===== src/rtl/grey_pkg.sv =====
// Shared types, code table and digit helpers for the two-digit Gray-style
// counter decoder.
//   state_t      : decoder state (no baseline yet / tracking a baseline)
//   bcd_pair_t   : tens/ones BCD pair used as the tracked baseline
//   CODE_TABLE   : 5-bit code for each decimal digit 0..9
//   digit_decode : 5-bit code -> BCD digit, BCD_ILLEGAL when not in the table
//   digit_succ   : next decimal digit, 9 wraps to 0
package grey_pkg;

  localparam int unsigned CODE_W     = 5;
  localparam int unsigned BCD_W      = 4;
  localparam int unsigned CNT_W      = 7;
  localparam int unsigned NUM_DIGITS = 10;

  localparam logic [BCD_W-1:0] BCD_ILLEGAL = 4'hF;
  localparam logic [BCD_W-1:0] BCD_NINE    = 4'd9;
  localparam logic [CNT_W-1:0] CNT_ILLEGAL = 7'h7F;

  typedef enum logic {
    S_EMPTY = 1'b0,
    S_TRACK = 1'b1
  } state_t;

  typedef struct packed {
    logic [BCD_W-1:0] tens;
    logic [BCD_W-1:0] ones;
  } bcd_pair_t;

  // One bit changes between neighbouring digits.
  localparam logic [CODE_W-1:0] CODE_TABLE [NUM_DIGITS] = '{
    5'b00000, 5'b00001, 5'b00011, 5'b00010, 5'b00110,
    5'b00100, 5'b01100, 5'b01000, 5'b11000, 5'b10000
  };

  function automatic logic [BCD_W-1:0] digit_decode(input logic [CODE_W-1:0] code);
    logic [BCD_W-1:0] bcd;
    bcd = BCD_ILLEGAL;
    for (int unsigned i = 0; i < NUM_DIGITS; i++) begin
      if (code == CODE_TABLE[i]) bcd = BCD_W'(i);
    end
    return bcd;
  endfunction

  function automatic logic [BCD_W-1:0] digit_succ(input logic [BCD_W-1:0] bcd);
    return (bcd == BCD_NINE) ? '0 : BCD_W'(bcd + 4'd1);
  endfunction

endpackage


===== src/rtl/grey_digit_dec.sv =====
// Combinational decode of one 5-bit digit code.
//   i_code    : 5-bit Gray-style digit code
//   o_legal_c : code is one of the ten table entries
//   o_bcd_c   : decoded BCD digit, 4'hF when illegal
module grey_digit_dec
  import grey_pkg::*;
(
  input  logic [CODE_W-1:0] i_code,
  output logic              o_legal_c,
  output logic [BCD_W-1:0]  o_bcd_c
);

  always_comb begin
    o_bcd_c   = digit_decode(i_code);
    o_legal_c = (o_bcd_c != BCD_ILLEGAL);
  end

endmodule


===== src/rtl/grey_count_decoder.sv =====
// Receive-side decoder for the two-digit Gray-style counter code. Samples the
// digit codes on i_sample, outputs BCD and binary count one cycle later, and
// checks each sample against the code set and the successor of the baseline.
//   i_clk, i_rst        : clock, synchronous active-high reset
//   i_sample            : sample i_ones/i_tens this cycle
//   i_ones, i_tens      : 5-bit digit codes
//   i_clr_err           : clear sticky error flags (a new error wins)
//   o_ones_bcd/tens_bcd : decoded digits, 4'hF when illegal
//   o_count             : tens*10+ones, 7'h7F when either digit illegal
//   o_valid             : one-cycle pulse, outputs updated from a sample
//   o_err_code/err_seq  : sticky illegal-code / bad-sequence flags
//   o_locked            : LOCK_STEPS consecutive legal steps seen
module grey_count_decoder
  import grey_pkg::*;
#(
  parameter int unsigned LOCK_STEPS = 4
) (
  input  logic             i_clk,
  input  logic             i_rst,
  input  logic             i_sample,
  input  logic [4:0]       i_ones,
  input  logic [4:0]       i_tens,
  input  logic             i_clr_err,
  output logic [3:0]       o_ones_bcd,
  output logic [3:0]       o_tens_bcd,
  output logic [6:0]       o_count,
  output logic             o_valid,
  output logic             o_err_code,
  output logic             o_err_seq,
  output logic             o_locked
);

  localparam int unsigned STEP_W = 4;
  localparam logic [STEP_W-1:0] STEP_MAX = STEP_W'(LOCK_STEPS);

  state_t              r_state, w_state_nxt;
  logic [STEP_W-1:0]   r_step, w_step_nxt;
  bcd_pair_t           r_base, w_base_nxt;
  logic [BCD_W-1:0]    r_ones_bcd, r_tens_bcd;
  logic [CNT_W-1:0]    r_count;
  logic                r_valid, r_err_code, r_err_seq, r_locked;

  logic                w_ones_legal, w_tens_legal, w_legal;
  logic [BCD_W-1:0]    w_ones_bcd, w_tens_bcd;
  bcd_pair_t           w_sample, w_succ;
  logic [CNT_W-1:0]    w_count;
  logic                w_set_err_code, w_set_err_seq;

  grey_digit_dec u_ones_dec (
    .i_code    (i_ones),
    .o_legal_c (w_ones_legal),
    .o_bcd_c   (w_ones_bcd)
  );

  grey_digit_dec u_tens_dec (
    .i_code    (i_tens),
    .o_legal_c (w_tens_legal),
    .o_bcd_c   (w_tens_bcd)
  );

  // Sample decode, legal successor of the baseline, and binary count.
  always_comb begin
    w_legal       = w_ones_legal & w_tens_legal;
    w_sample.tens = w_tens_bcd;
    w_sample.ones = w_ones_bcd;
    w_succ.ones   = digit_succ(r_base.ones);
    w_succ.tens   = (r_base.ones == BCD_NINE) ? digit_succ(r_base.tens) : r_base.tens;
    w_count       = CNT_W'({w_tens_bcd, 3'b000}) + CNT_W'({w_tens_bcd, 1'b0})
                  + CNT_W'(w_ones_bcd);
  end

  // State register plus all datapath/output registers.
  always_ff @(posedge i_clk) begin
    if (i_rst) begin
      r_state    <= S_EMPTY;
      r_step     <= '0;
      r_base     <= '0;
      r_ones_bcd <= '0;
      r_tens_bcd <= '0;
      r_count    <= '0;
      r_valid    <= 1'b0;
      r_err_code <= 1'b0;
      r_err_seq  <= 1'b0;
      r_locked   <= 1'b0;
    end else begin
      r_state    <= w_state_nxt;
      r_step     <= w_step_nxt;
      r_base     <= w_base_nxt;
      r_valid    <= i_sample;
      r_err_code <= w_set_err_code | (r_err_code & ~i_clr_err);
      r_err_seq  <= w_set_err_seq  | (r_err_seq  & ~i_clr_err);
      r_locked   <= (w_step_nxt == STEP_MAX);
      if (i_sample) begin
        r_ones_bcd <= w_ones_bcd;
        r_tens_bcd <= w_tens_bcd;
        r_count    <= w_legal ? w_count : CNT_ILLEGAL;
      end
    end
  end

  // Next state: a legal sample establishes the baseline, an illegal one drops it.
  always_comb begin
    w_state_nxt = r_state;
    if (i_sample) begin
      case (r_state)
        S_EMPTY: if (w_legal)  w_state_nxt = S_TRACK;
        S_TRACK: if (!w_legal) w_state_nxt = S_EMPTY;
        default: w_state_nxt = S_EMPTY;
      endcase
    end
  end

  // Step counter, baseline and error-set decisions for the current sample.
  always_comb begin
    w_step_nxt     = r_step;
    w_base_nxt     = r_base;
    w_set_err_code = 1'b0;
    w_set_err_seq  = 1'b0;
    if (i_sample) begin
      if (!w_legal) begin
        w_set_err_code = 1'b1;
        w_step_nxt     = '0;
      end else if (r_state == S_EMPTY) begin
        w_base_nxt = w_sample;
        w_step_nxt = '0;
      end else if (w_sample == r_base) begin
        // hold: nothing changes
      end else if (w_sample == w_succ) begin
        w_base_nxt = w_sample;
        if (r_step != STEP_MAX) w_step_nxt = STEP_W'(r_step + 4'd1);
      end else begin
        w_set_err_seq = 1'b1;
        w_step_nxt    = '0;
        w_base_nxt    = w_sample;
      end
    end
  end

  assign o_ones_bcd = r_ones_bcd;
  assign o_tens_bcd = r_tens_bcd;
  assign o_count    = r_count;
  assign o_valid    = r_valid;
  assign o_err_code = r_err_code;
  assign o_err_seq  = r_err_seq;
  assign o_locked   = r_locked;

endmodule


===== config.mk =====
export PLATFORM = sky130hd
export DESIGN_NAME = grey_count_decoder
export DESIGN_NICKNAME = d
export VERILOG_FILES = /design/src/rtl/grey_pkg.sv /design/src/rtl/grey_digit_dec.sv /design/src/rtl/grey_count_decoder.sv
export SDC_FILE = /design/constraint.sdc
export NUM_CORES = 1
export LEC_CHECK = 0
export CAP_MARGIN = 20
export CELL_PAD_IN_SITES_DETAIL_PLACEMENT = 0
export CELL_PAD_IN_SITES_GLOBAL_PLACEMENT = 2
export CORE_MARGIN = 2
export CORE_UTILIZATION = 33
export DETAILED_ROUTE_END_ITERATION = 8
export GPL_TIMING_DRIVEN = 0
export PLACE_DENSITY = 0.89
export SLEW_MARGIN = 20
export SYNTH_ARGS = -nofsm -noshare
export SYNTH_HDL_FRONTEND = slang
export SYNTH_HIERARCHICAL = 1
export SYNTH_SLANG_ARGS = --single-unit

===== constraint.sdc =====
create_clock -name i_clk -period 3.8 [get_ports i_clk]
set_input_delay 0.76 -clock i_clk [delete_from_list [all_inputs] [get_ports i_clk]]
set_output_delay 0.76 -clock i_clk [all_outputs]
set_load 0.02 [all_outputs]

# Yosys cells after proc, flatten, opt, wreduce, memory -nomap -nowiden
# Index checks and enable logic that the tools add are counted.
# totals
output_inout_bits,19
inputBits,14
register_bits,32
wordCells,92
# classes
add_sub_neg,5
bitwise,6
n_reduce_logical,3
mux,40
n_eq_ne,27
# ops
operator,count
2-to-1 mux 4 bit,29
"== test 5 x 2 -> 1 bit, second input constant",4
"== test 5 x 3 -> 1 bit, second input constant",4
"== test 5 x 4 -> 1 bit, second input constant",4
"== test 5 bit, second input constant",4
== test 8 bit,2
2-to-1 mux 8 bit,2
"adder 4 x 1 -> 4 bit, second input constant",3
"== test 5 x 1 -> 1 bit, second input constant",2
logical NOT 5 bit,2
"== test 4 bit, second input constant",2
2-to-1 mux 1 bit,8
"inequality test 4 bit, second input constant",2
adder 7 x 4 -> 7 bit,1
adder 7 x 5 -> 7 bit,1
2-to-1 mux 7 bit,1
"== test 4 x 3 -> 1 bit, second input constant",1
"inequality test 4 x 3 -> 1 bit, second input constant",1
AND 1 bit,3
AND reduction 3 bit,1
"inequality test 2 bit, second input constant",1
OR 1 bit,2
NOT 1 bit,1

# Longest topological paths before layout
# Gate-level depths: netlist (run 1).
# logic_depth
ltp_word,18
ltp_mapped,12
ltp_nobuf,10

# Modules after synthesis
# Netlist (run 1), hierarchy kept.
# modules_own_cells
module,cells_per_inst,n_inst,seq_area_each_um2,area_each_um2
grey_count_decoder,213,1,640.6,1923.1
grey_digit_dec,18,2,0.0,126.4

# Worst setup path after synthesis (run 1)
# Ideal clock, no wire load.
# synth_timing
path_kind,input-to-reg
start,input port i_tens[2]
end,"register r_locked, in the netlist o_locked"
setup_slack_ps,611
setup_ps,87
path_stages,11
n_path_buf,1
required_time_ps,3713
arrival_ps,3102
cell_sequence,buf_6 > nor2b_1 > o211a_1 > a21oi_2 > and2_4 > o2111ai_2 > or4_4 > nand4_1 > nor4_1 > a311o_1 > nor4b_2
# synth_between
elab_chain_cells,18
word_cells_on_any_way,30
cone_classes,eq/ne (13); mux (15); bitwise (1); reduce/logical (1)
# synth_lines
element,line,rtl
from (decl),grey_count_decoder.sv:22,"input logic [4:0] i_tens,"
logical NOT 5 bit,grey_pkg.sv:39,if (code == CODE_TABLE[i]) bcd = BCD_W'(i);
2-to-1 mux 4 bit (9 in series),grey_pkg.sv:39,
2-to-1 mux 4 bit *,grey_pkg.sv:39,
named net w_tens_bcd[0],grey_count_decoder.sv:44,"logic [BCD_W-1:0] w_ones_bcd, w_tens_bcd;"
== test 8 bit,grey_count_decoder.sv:128,end else if (w_sample == w_succ) begin
2-to-1 mux 4 bit,grey_count_decoder.sv:128,
2-to-1 mux 4 bit,grey_count_decoder.sv:126,end else if (w_sample == r_base) begin
2-to-1 mux 4 bit,grey_count_decoder.sv:123,end else if (r_state == S_EMPTY) begin
2-to-1 mux 4 bit *,grey_count_decoder.sv:120,if (!w_legal) begin
2-to-1 mux 4 bit *,grey_count_decoder.sv:119,if (i_sample) begin
== test 4 x 3 -> 1 bit *,grey_count_decoder.sv:92,r_locked <= (w_step_nxt == STEP_MAX);
to (signal assigned),grey_count_decoder.sv:92,
to (decl),grey_count_decoder.sv:41,"logic r_valid, r_err_code, r_err_seq, r_locked;"
# The timed path passes the listed nets; every way through them passes the cells marked *.
# A chain may end at the register's enable or synchronous reset.

# Final worst setup path (run 1)
# layout_timing
start,input port i_ones[0]
end,"register r_locked, in the netlist o_locked"
# layout_between
elab_chain_cells,18
word_cells_on_any_way,30
cone_classes,eq/ne (13); mux (15); bitwise (1); reduce/logical (1)
# layout_lines
element,line,rtl
from (decl),grey_count_decoder.sv:21,"input logic [4:0] i_ones,"
logical NOT 5 bit,grey_pkg.sv:39,
2-to-1 mux 4 bit (9 in series),grey_pkg.sv:39,
2-to-1 mux 4 bit *,grey_pkg.sv:39,
named net w_ones_bcd[1],grey_count_decoder.sv:44,
== test 8 bit,grey_count_decoder.sv:128,
2-to-1 mux 4 bit,grey_count_decoder.sv:128,
2-to-1 mux 4 bit,grey_count_decoder.sv:126,
2-to-1 mux 4 bit,grey_count_decoder.sv:123,
2-to-1 mux 4 bit *,grey_count_decoder.sv:120,
2-to-1 mux 4 bit *,grey_count_decoder.sv:119,
== test 4 x 3 -> 1 bit *,grey_count_decoder.sv:92,
# Marks and branches as above.

==> results of run 1 <==
[power by group through the flow]
stage               clock (uW)  sequential, uW  combinational [uW]
floorplan                    0             389                 129
global placement             0             372                 219
detailed placement           0             372                 221
CTS                        260             364                 222
global route               280             367                 246
finish                     251             364                 223
[sequential cells by signal, summed over array words and instances (netlist names), 4 cells and up]
register / cells
r_step: 4
o_tens_bcd: 4
o_count: 7
r_base: 8
o_ones_bcd: 4
[cell type report]
class                   count  area [um2]
plain buffers              15        91.3
clock inverters             1        5.00
fillers                   659        3680
clock buffers               6        72.6
multi-input cells         194        1440
flip-flops and latches     32         641
repair buffers             30         300
inverters                   8        30.0
well taps                  77        96.3
[through the flow]
stage               worst slack (ns)  TNS (ns)  total power (uW)  cells  hold slack, ns
floorplan                      0.611         0               518    249           0.484
global placement              -0.186    -0.527               591    356           0.467
detailed placement            -0.239    -0.694               593    356           0.467
CTS                           0.0549         0               846    363           0.481
global route                 0.00214         0               893    363           0.505
finish                         0.241         0               838    363           0.479
[kinds of logic after synthesis]
family                     count (synthesis)  synth area share (%)
adders and majority gates                 11                  7.02
and+or+nand+nor                          101                  26.2
xor gates and xnor gates                  15                  6.38
DFF                                       32                  29.4
AOI/OAI and AO/OA                         50                  17.5
buffers and inverters                     23                  5.58
muxes                                     17                  7.82
[worst register-to-register path, delay by kind of cell, from the launching register on]
family,cells,cell delay (ns)
xor gates and xnor gates,1,0.50
buffers and inverters,1,0.18
and+or+nand+nor,2,0.53
AOI/OAI and AO/OA,4,0.76
DFF,1,0.30
[how the worst max path moves through the flow]
stage,startpoint,endpoint,cells after the start
floorplan,i_tens[2],o_locked,11
global placement,i_ones[0],o_locked,10
detailed placement,i_ones[0],o_locked,10
CTS,i_ones[0],o_locked,10
global route,i_ones[0],o_locked,10
finish,i_ones[0],o_locked,10
[layer usage]
layer  up-vias  wire length, um
li1        960                -
met1       851             2610
met2        36             2240
met3         7              165
met4         0               72
met5         -                0
[repair_timing]
item | in CTS | in global routing
endpoints found under the setup margin | 0 | 5
endpoints found under the hold margin | 0 | 0
gates resized for setup | 0 | 4
[cell usage in the layout (no fill, tap or decap), types with 5 or more instances in the layout]
| cell | instances |
|---|---|
| clkbuf_1 | 7 |
| clkbuf_8 | 5 |
| nand2_1 | 8 |
| xnor2_1 | 7 |
| xor2_1 | 7 |
| nor2b_1 | 11 |
| inv_1 | 8 |
| dfxtp_1 | 32 |
| mux2i_1 | 17 |
| nor3_1 | 8 |
| nor2_1 | 38 |
| ha_1 | 9 |
| a21oi_1 | 13 |
| clkdlybuf4s50_1 | 30 |
==> summary.md, run 1 <==
| Metric | Value |
|---|---|
| Final worst-path cycle share | 93.6% |
| Hold-fix buffers, CTS | 0 |
| Antenna violations before repair | 0 |
| Hold crit path type | reg -> reg |
| Worst path bufs/invs | 1 |
| Final nets | 311 |
| Crit path max-delay family | simple AND/OR/NAND/NOR gates |
| Most area-consuming cells after synthesis | dfxtp_1, mux2i_1, nor2_1 |
| Data arrival, critical path | 3.76 ns |
| PwrDens | 314 nW/um2 |
| R2R Path Start | r_base[2] |
| Clk pin slew, worst setup/hold paths | 0.07 ns |
| Final Setup Violations | 0 |
| Die span in y | 85.2 um |
| Vias in the first global route | 1700 |
| RSZ-0062 raised after global routing | false |
| Status | complete, no violations |
| Gr busiest metal | met2 |
| Met1 usage | 20.3% |
| Syn avg cell area | 8.74 um2 |
| Nature of the critical path endpoint | register |
| DRT Pass-1 Iters | 4 |
| Final Hold Fails | 0 |
| Placement Cell Area | 2570 um2 |
| WHS Endpoint | o_count[1] |
| Routability Congestion | 0.754 |
| Area grow syn2layout | 22.8% |
| Met3 GRT Util | 3.79% |
| CTS sink count | 32 |
| Postcts setup bufs | 0 |
| Syn_nets | 274 |
| Global-route wire length before repair | 8.58 mm |
| Clk root buf | clkbuf_8 |
| Initial core utilization | 34.3% |
| Clk_lat worst skew | 0.28 ns |
| CTS tree | done |
| CP max-delay cell | clkdlybuf4s50_1 |
| Crit-path cells | clkdlybuf4s50_1, nor3_1, a22oi_2, xnor2_1, o2111ai_2, nor4_4, or4_1, a2111oi_0, a311o_2, nor4b_2 |
| Via count | 1854 |
| Deepest clock path buffer count | 2 |
| EDFF count, synth | 0 |
| Synth cell types | 60 |
| Switching share of power | 30.8% |
| Layout cells sized above 1 | 11.5% |
| Synth top area share | 29.4% |
| Tmin final | 3.56 ns |
| Worst reg2reg setup slack | 1.44 ns |
| Switching power | 258 uW |
| Synth Flop Type | dfxtp_1 |
| Row cnt | 29 |
| Worst-path maximum fanout | 6 |
| # DRC | 0 |
| Core Area | 6350 um2 |
| Reg2reg path depth | 8 |
| WHS Path Cells | 2 |
| GR Util met2 | 22.7% |
| WP data required | 4.00 ns |
| Fmax | 281 MHz |
| Port Buffers | 30 |
| Critical R2R Capture | o_locked |
| Die W | 85.2 um |
| Post-Route WL | 5.08 mm |
| Design Area, Final | 2670 um2 |
| Routed wire length per instance | 14.0 um |
| GRT Overall Usage | 14.8% |
| Post-synth top area cell | dfxtp_1 |
| Post-route ant nets | 0 |
| Worst hold start | o_count[1] |
| Syn Inst Count | 249 |
| Post-synthesis sequential area ratio | 29.4% |
| Syn Std Cell Area | 2180 um2 |
| Antenna Cells | 0 |
| Kind of critical path | in -> reg |
| Worst-Margin Slew | 0.635 ns |
| Final Slew Violations | 0 |
| Startpoint types | primary input |
| Count leader, synth | nor2_1 |
| Vias per inst | 5.11 |
| FF+latch count, synth | 32 |
| Peak VDD IR | 153 uV |
| # H-tree levels | 2 |
| Rel. slew slack | 57.7% |
| Die ar. | 7260 um2 |
| Slowest Stage Delay on Critical Path | 0.50 ns |
| DP Wirelength | 3.80 mm |
| Max-cap viol count | 0 |
| Starting DRT DRC Count | 84 |
| Clock share of power | 30.0% |
| Ys Warns | 6 |
| CTS buffer count | 5 |
| Combinational Power Share | 26.6% |
| Leakage | 0.00106 uW |
| Largest net degree at the start of global routing | 11 |
| Flop pwr share | 43.4% |
| Asr flop ratio synth | 0% |
| GRT overflow | 0 |
| Final Skew | 0.00431 ns |
| # IOs | 33 |
| Final core occ | 42.1% |
| Internal Power | 580 uW |
| Top cells by count, synth | nor2_1, dfxtp_1, mux2i_1 |
No activity file was read; power rests on OpenSTA's default activity.
==> inputs of run 2 (changes only) <==
CAP_MARGIN = unset   (was 20)
RECOVER_POWER = 50   (was unset)
==> summary.md, run 2 (same netlist as run 1, synthesis figures left out) <==
| Metric | Value |
|---|---|
| Status | complete, no violations |
| Clk_lat worst skew | 0.28 ns |
| RSZ-0062 raised after global routing | false |
| WHS Endpoint | o_count[1] |
| DP Wirelength | 3.80 mm |
| Hold-fix buffers, CTS | 0 |
| Critical R2R Capture | o_locked |
| CTS tree | done |
| Row cnt | 29 |
| CTS resizes | 0 |
| Routed wire length per instance | 14.0 um |
| Area grow syn2layout | 22.8% |
| Worst reg2reg setup slack | 1.44 ns |
| Initial core utilization | 34.3% |
| Nature of the critical path endpoint | register |
| # H-tree levels | 2 |
| Final Hold Fails | 0 |
| WP data required | 4.00 ns |
| Most common cell after layout, fill and taps aside | nor2_1 |
| Rel. slew slack | 57.7% |
| GRT overflow | 0 |
| Tmin final | 3.55 ns |
| R2R Path Start | r_base[2] |
| Die ar. | 7260 um2 |
| Startpoint types | primary input |
| Final core occ | 42.1% |
| Post-route ant nets | 0 |
| Reg2reg path depth | 8 |
| Clk pin slew, worst setup/hold paths | 0.07 ns |
| CTS buffer count | 5 |
| Global-route wire length before repair | 8.58 mm |
| DRT Pass-1 Iters | 4 |
| Slack of the critical path | 0.252 ns |
| Max-cap viol count | 0 |
| Fmax | 282 MHz |
| Final worst-path cycle share | 93.4% |
| Clk root buf | clkbuf_8 |
| WHS Path Cells | 2 |
| Post-Route WL | 5.08 mm |
| Worst-path maximum fanout | 9 |
| Port Buffers | 30 |
| GRT Overall Usage | 14.8% |
| Postcts setup bufs | 0 |
| PwrDens | 311 nW/um2 |
| CTS sink count | 32 |
| Dpl ws | -0.239 ns |
| Vias per inst | 5.11 |
| Deepest clock path buffer count | 2 |
| Vias in the first global route | 1700 |
| # IOs | 33 |
| Starting DRT DRC Count | 113 |
| Via count | 1856 |
| Leakage | 0.00109 uW |
| Peak VDD IR | 153 uV |
| Data arrival, critical path | 3.75 ns |
| Die span in y | 85.2 um |
| Most frequent cells in the layout | nor2_1, dfxtp_1, dlygate4sd3_1, mux2i_1, a21oi_1 |
| Final Setup Violations | 0 |
| # DRC | 0 |
| Antenna Cells | 0 |
| Worst hold start | o_count[1] |
| Final Slew Violations | 0 |
| Largest Register | r_base |
| Layout cells sized above 1 | 11.5% |
| Final Skew | 0.00563 ns |
| Routability Congestion | 0.754 |
| Largest net degree at the start of global routing | 11 |
| Core Area | 6350 um2 |
| Antenna violations before repair | 0 |
| Max FFs per register | 8 |
| Final nets | 311 |
| Worst-Margin Slew | 0.635 ns |
| Hold crit path type | reg -> reg |
| Die W | 85.2 um |
| Kind of critical path | in -> reg |
==> run 2: cell count changes in the layout (fill, tap and decap cells not counted), sizes merged <==
| cell | before | now |
|---|---|---|
| clkbuf | 14 | 15 |
| buf | 7 | 6 |
| dlygate4sd3 | 0 | 20 |
| clkdlybuf4s50 | 30 | 10 |
==> run 2: report_power, final <==
| part | internal (uW) | switching [uW] | total (uW) |
|---|---|---|---|
| clock | 124 | 126 | 251 |
| sequential | 354 | 9.33 | 363 |
| combinational | 96.1 | 121 | 217 |
| total | 575 | 257 | 832 |
==> run 2: critical path, stage by stage <==
cell and delay, ns:
clkdlybuf4s50_1 0.51, nor2b_1 0.18, o211a_1 0.24, a21oi_4 0.28, and2_4 0.21, o2111ai_2 0.18
nor4_4 0.48, or4_1 0.17, a2111oi_0 0.09, a311o_2 0.40, nor4b_2 0.24
==> run 2: per-stage QoR <==
step,hold WS [ns],TNS (ns),instance area [um2],instances,total power [uW]
global placement,0.467,-0.527,2570,356,591
finish,0.476,0,2670,363,832
floorplan,0.484,0,2180,249,518
detailed placement,0.467,-0.694,2570,356,593
global route,0.503,0,2670,363,887
CTS,0.481,0,2650,363,846
==> run 2: how the worst max path moves through the flow <==
stage / startpoint / endpoint / slack (ns) / depth (start not counted)
final: i_tens[0] / o_locked / 0.25 / 11
after detailed placement: i_ones[0] / o_locked / -0.24 / 10
after global routing: i_ones[0] / o_locked / 0.002 / 10
after floorplan: i_tens[2] / o_locked / 0.61 / 11
after global placement: i_ones[0] / o_locked / -0.19 / 10
after CTS: i_ones[0] / o_locked / 0.05 / 10
==> run 2: area by class of cell <==
class                           instances  area (um2)
Clock inverter                          1        5.00
Multi-Input combinational cell        194        1440
Clock buffer                            6        72.6
Tap cell                               77        96.3
Sequential cell                        32         641
Inverter                                8        30.0
Buffer                                 15        91.3
Fill cell                             659        3680
Timing Repair Buffer                   30         300
==> run 2: routing by layer <==
| metal | vias to the layer above | wire length [um] | GRT usage (%) |
|---|---|---|---|
| met2 | 42 | 2230 | 22.7 |
| met5 | - | 0 | 0 |
| met1 | 845 | 2600 | 20.3 |
| li1 | 962 | - | - |
| met3 | 7 | 180 | 3.79 |
| met4 | 0 | 72 | 4.76 |
==> RTL edit, RTL diff (config.mk and constraints of run 2) <==
Set the localparam `STEP_W` to 6 (it was 4).
--- a/src/rtl/grey_count_decoder.sv
+++ b/src/rtl/grey_count_decoder.sv
@@ -32,3 +32,3 @@
 
-  localparam int unsigned STEP_W = 4;
+  localparam int unsigned STEP_W = 6;
   localparam logic [STEP_W-1:0] STEP_MAX = STEP_W'(LOCK_STEPS);
Check against the original RTL: no difference found for any inputs over 4 cycles, from zero or initial values and one cycle with i_rst high; that may be too few to reach the edited logic, so the function may still have changed.
==> RTL edit against run 2 <==
- power is 11% higher
- critical path depth unchanged
- hold slack worse by 2.6 ps
- non-clock buffer count is 3 lower
- final cell count grew 10%
- utilization is 0.30 points higher
- synthesized area is 9.4% higher
- sequential cell count is 2 higher
- count of clock-buffer cells in the layout is the same
- routed wire length is 19% higher
- setup slack got worse by 82 ps
- global-route usage up 1.5 points
- final area rose by 9.6%
- largest power group unchanged
==> RTL edit: results (changes against run 2) <==
stage;metric;value;unit;change
sta;relSlewSlack;0.503;;-0.0736
global_routing;grt_max_degree;13;;+2
yosys;seq_area_frac_synth;0.286;;-0.00856
routing;initialDrtViolationCount;133;;+18%
yosys;ys_types;65;;+8.3%
global_routing;grt_pass1_vias;1898;;+12%
power_and_ir_drop;leakage;1.10;nW;+0.72%
global_routing;track_usage;0.163;;+0.0154
global_routing;grtUsageMet2;0.252;;+0.0244
worst_setup_path;crit_arrival;3840;ps;+90 ps
yosys;synthTopCellsByCount;34 x dfxtp_1, 27 x nor2_1, 18 x mux2i_1;;
placed_design;portBuffers;28;;-6.7%
global_routing;grt_pass1_wl;9780;um;+14%
placed_design;hpwl;4400;um;+16%
routing;wl_per_cell;15.1;um;+8.2%
yosys;syn-num-nets;293;;+6.9%
sta;finalWorstSetupSlack;170;ps;-82.2 ps
worst_hold_path;hp-start;o_err_seq;;
clock_tree;clock_latency;300;ps;+20 ps
sta;clock-skew-final;10.4;ps;+4.81 ps
worst_setup_path;worstRegToRegCells;7;;-1
final_layout;fin_nets;328;;+5.5%
global_routing;grt_util_met1;0.234;;+0.0304
worst_setup_path;critPathMaxFanout;8;;-1
routing;viasPerCell;5.20;;+1.7%
global_routing;grt_antenna_before_repair;0;;unchanged
clock_tree;clkTransAtPathRegs;80;ps;
final_layout;nFillCells;754;;+14%
power_and_ir_drop;vdd_drop_max;0.185;mV;+21%
placed_design;gp_congestion;0.786;;+4.2%
outcome;run_status;complete, no violations;;
placed_design;pre_cts_ws;-192;ps;+47.8 ps
final_layout;drive_gt1_frac;0.145;;+0.0294
yosys;synth_area_leaders;dfxtp_1 29%, mux2i_1 7.6%, ha_1 4.7%, nor2_1 4.3%, a21oi_1 3.2%;;
[RTL edit: changes by cell type in the layout (fill, tap and decap cells not counted), sizes merged, moves of 4 or more]
cell and delta:
dlygate4sd3 -15, clkdlybuf4s50 +13, nor2 -9, nand2b +6, nand2 +5, o221a +4
[RTL edit: critical path, stage by stage]
cell and delay (ps):
clkdlybuf4s50_1 500, nor2_2 250, a21oi_1 90, or2_1 340, xor2_1 210, or4_4 630
nor2_8 170, nor2_2 60, o32a_1 300, o32a_1 300, nor4_2 210
[RTL edit: through the flow]
| step | area, um^2 | instances | utilization | TNS, ps | power [mW] |
|---|---|---|---|---|---|
| CTS | 2880 | 400 | 0.417 | 0 | 0.929 |
| detailed placement | 2780 | 392 | 0.403 | -482 | 0.623 |
| global placement | 2780 | 392 | 0.403 | -394 | 0.620 |
| floorplan | 2380 | 268 | - | 0 | 0.544 |
| global route | 2930 | 400 | 0.424 | -6.75 | 0.971 |
| finish | 2930 | 400 | 0.424 | 0 | 0.923 |
[RTL edit: worst min path at each step]
stage / cells after the start / to / slack [ps]
after floorplan: 2 / r_state / 480
after global placement: 2 / o_err_seq / 460
after detailed placement: 2 / o_err_seq / 470
after CTS: 2 / o_err_seq / 480
after global routing: 2 / o_err_seq / 500
final: 2 / o_err_seq / 470
[RTL edit: logic make-up (layout without fill, tap and decap cells)]
kind of cell / Yosys count / count (layout) / synth area share
flops: 34 / 34 / 0.286
compound gates: 66 / 66 / 0.211
fa+ha+maj: 11 / 11 / 0.0641
simple gates: 101 / 101 / 0.250
xor+xnor: 18 / 18 / 0.0725
mux: 18 / 18 / 0.0757
buf+inv: 20 / 56 / 0.0410
[RTL edit: metal layers]
layer  vias up  wire (um)  part of all wire
li1       1055          -                 -
met1       983       3020              0.50
met2        36       2800              0.46
met3         6        143             0.024
met4         0         91             0.015
met5         -          0                 0
[RTL edit: area by class of cell]
| type | instances | area share |
|---|---|---|
| Multi-Input combinational cell | 214 | 0.565 |
| Sequential cell | 34 | 0.233 |
| Timing Repair Buffer | 28 | 0.0958 |
| Tap cell | 96 | 0.0410 |
| Clock buffer | 6 | 0.0282 |
| Buffer | 14 | 0.0244 |
| Inverter | 6 | 0.00770 |
| Clock inverter | 2 | 0.00556 |
[RTL edit: power breakdown]
| group | internal (mW) | switching [mW] | total (mW) |
|---|---|---|---|
| registers | 0.375 | 0.0119 | 0.387 |
| clock network | 0.149 | 0.157 | 0.306 |
| logic | 0.102 | 0.127 | 0.230 |
[RTL edit: timing repair]
item / in CTS / in global routing
hold buffers: 0 / 0
endpoints found under the setup margin: 0 / 3
resized for setup: 0 / 8
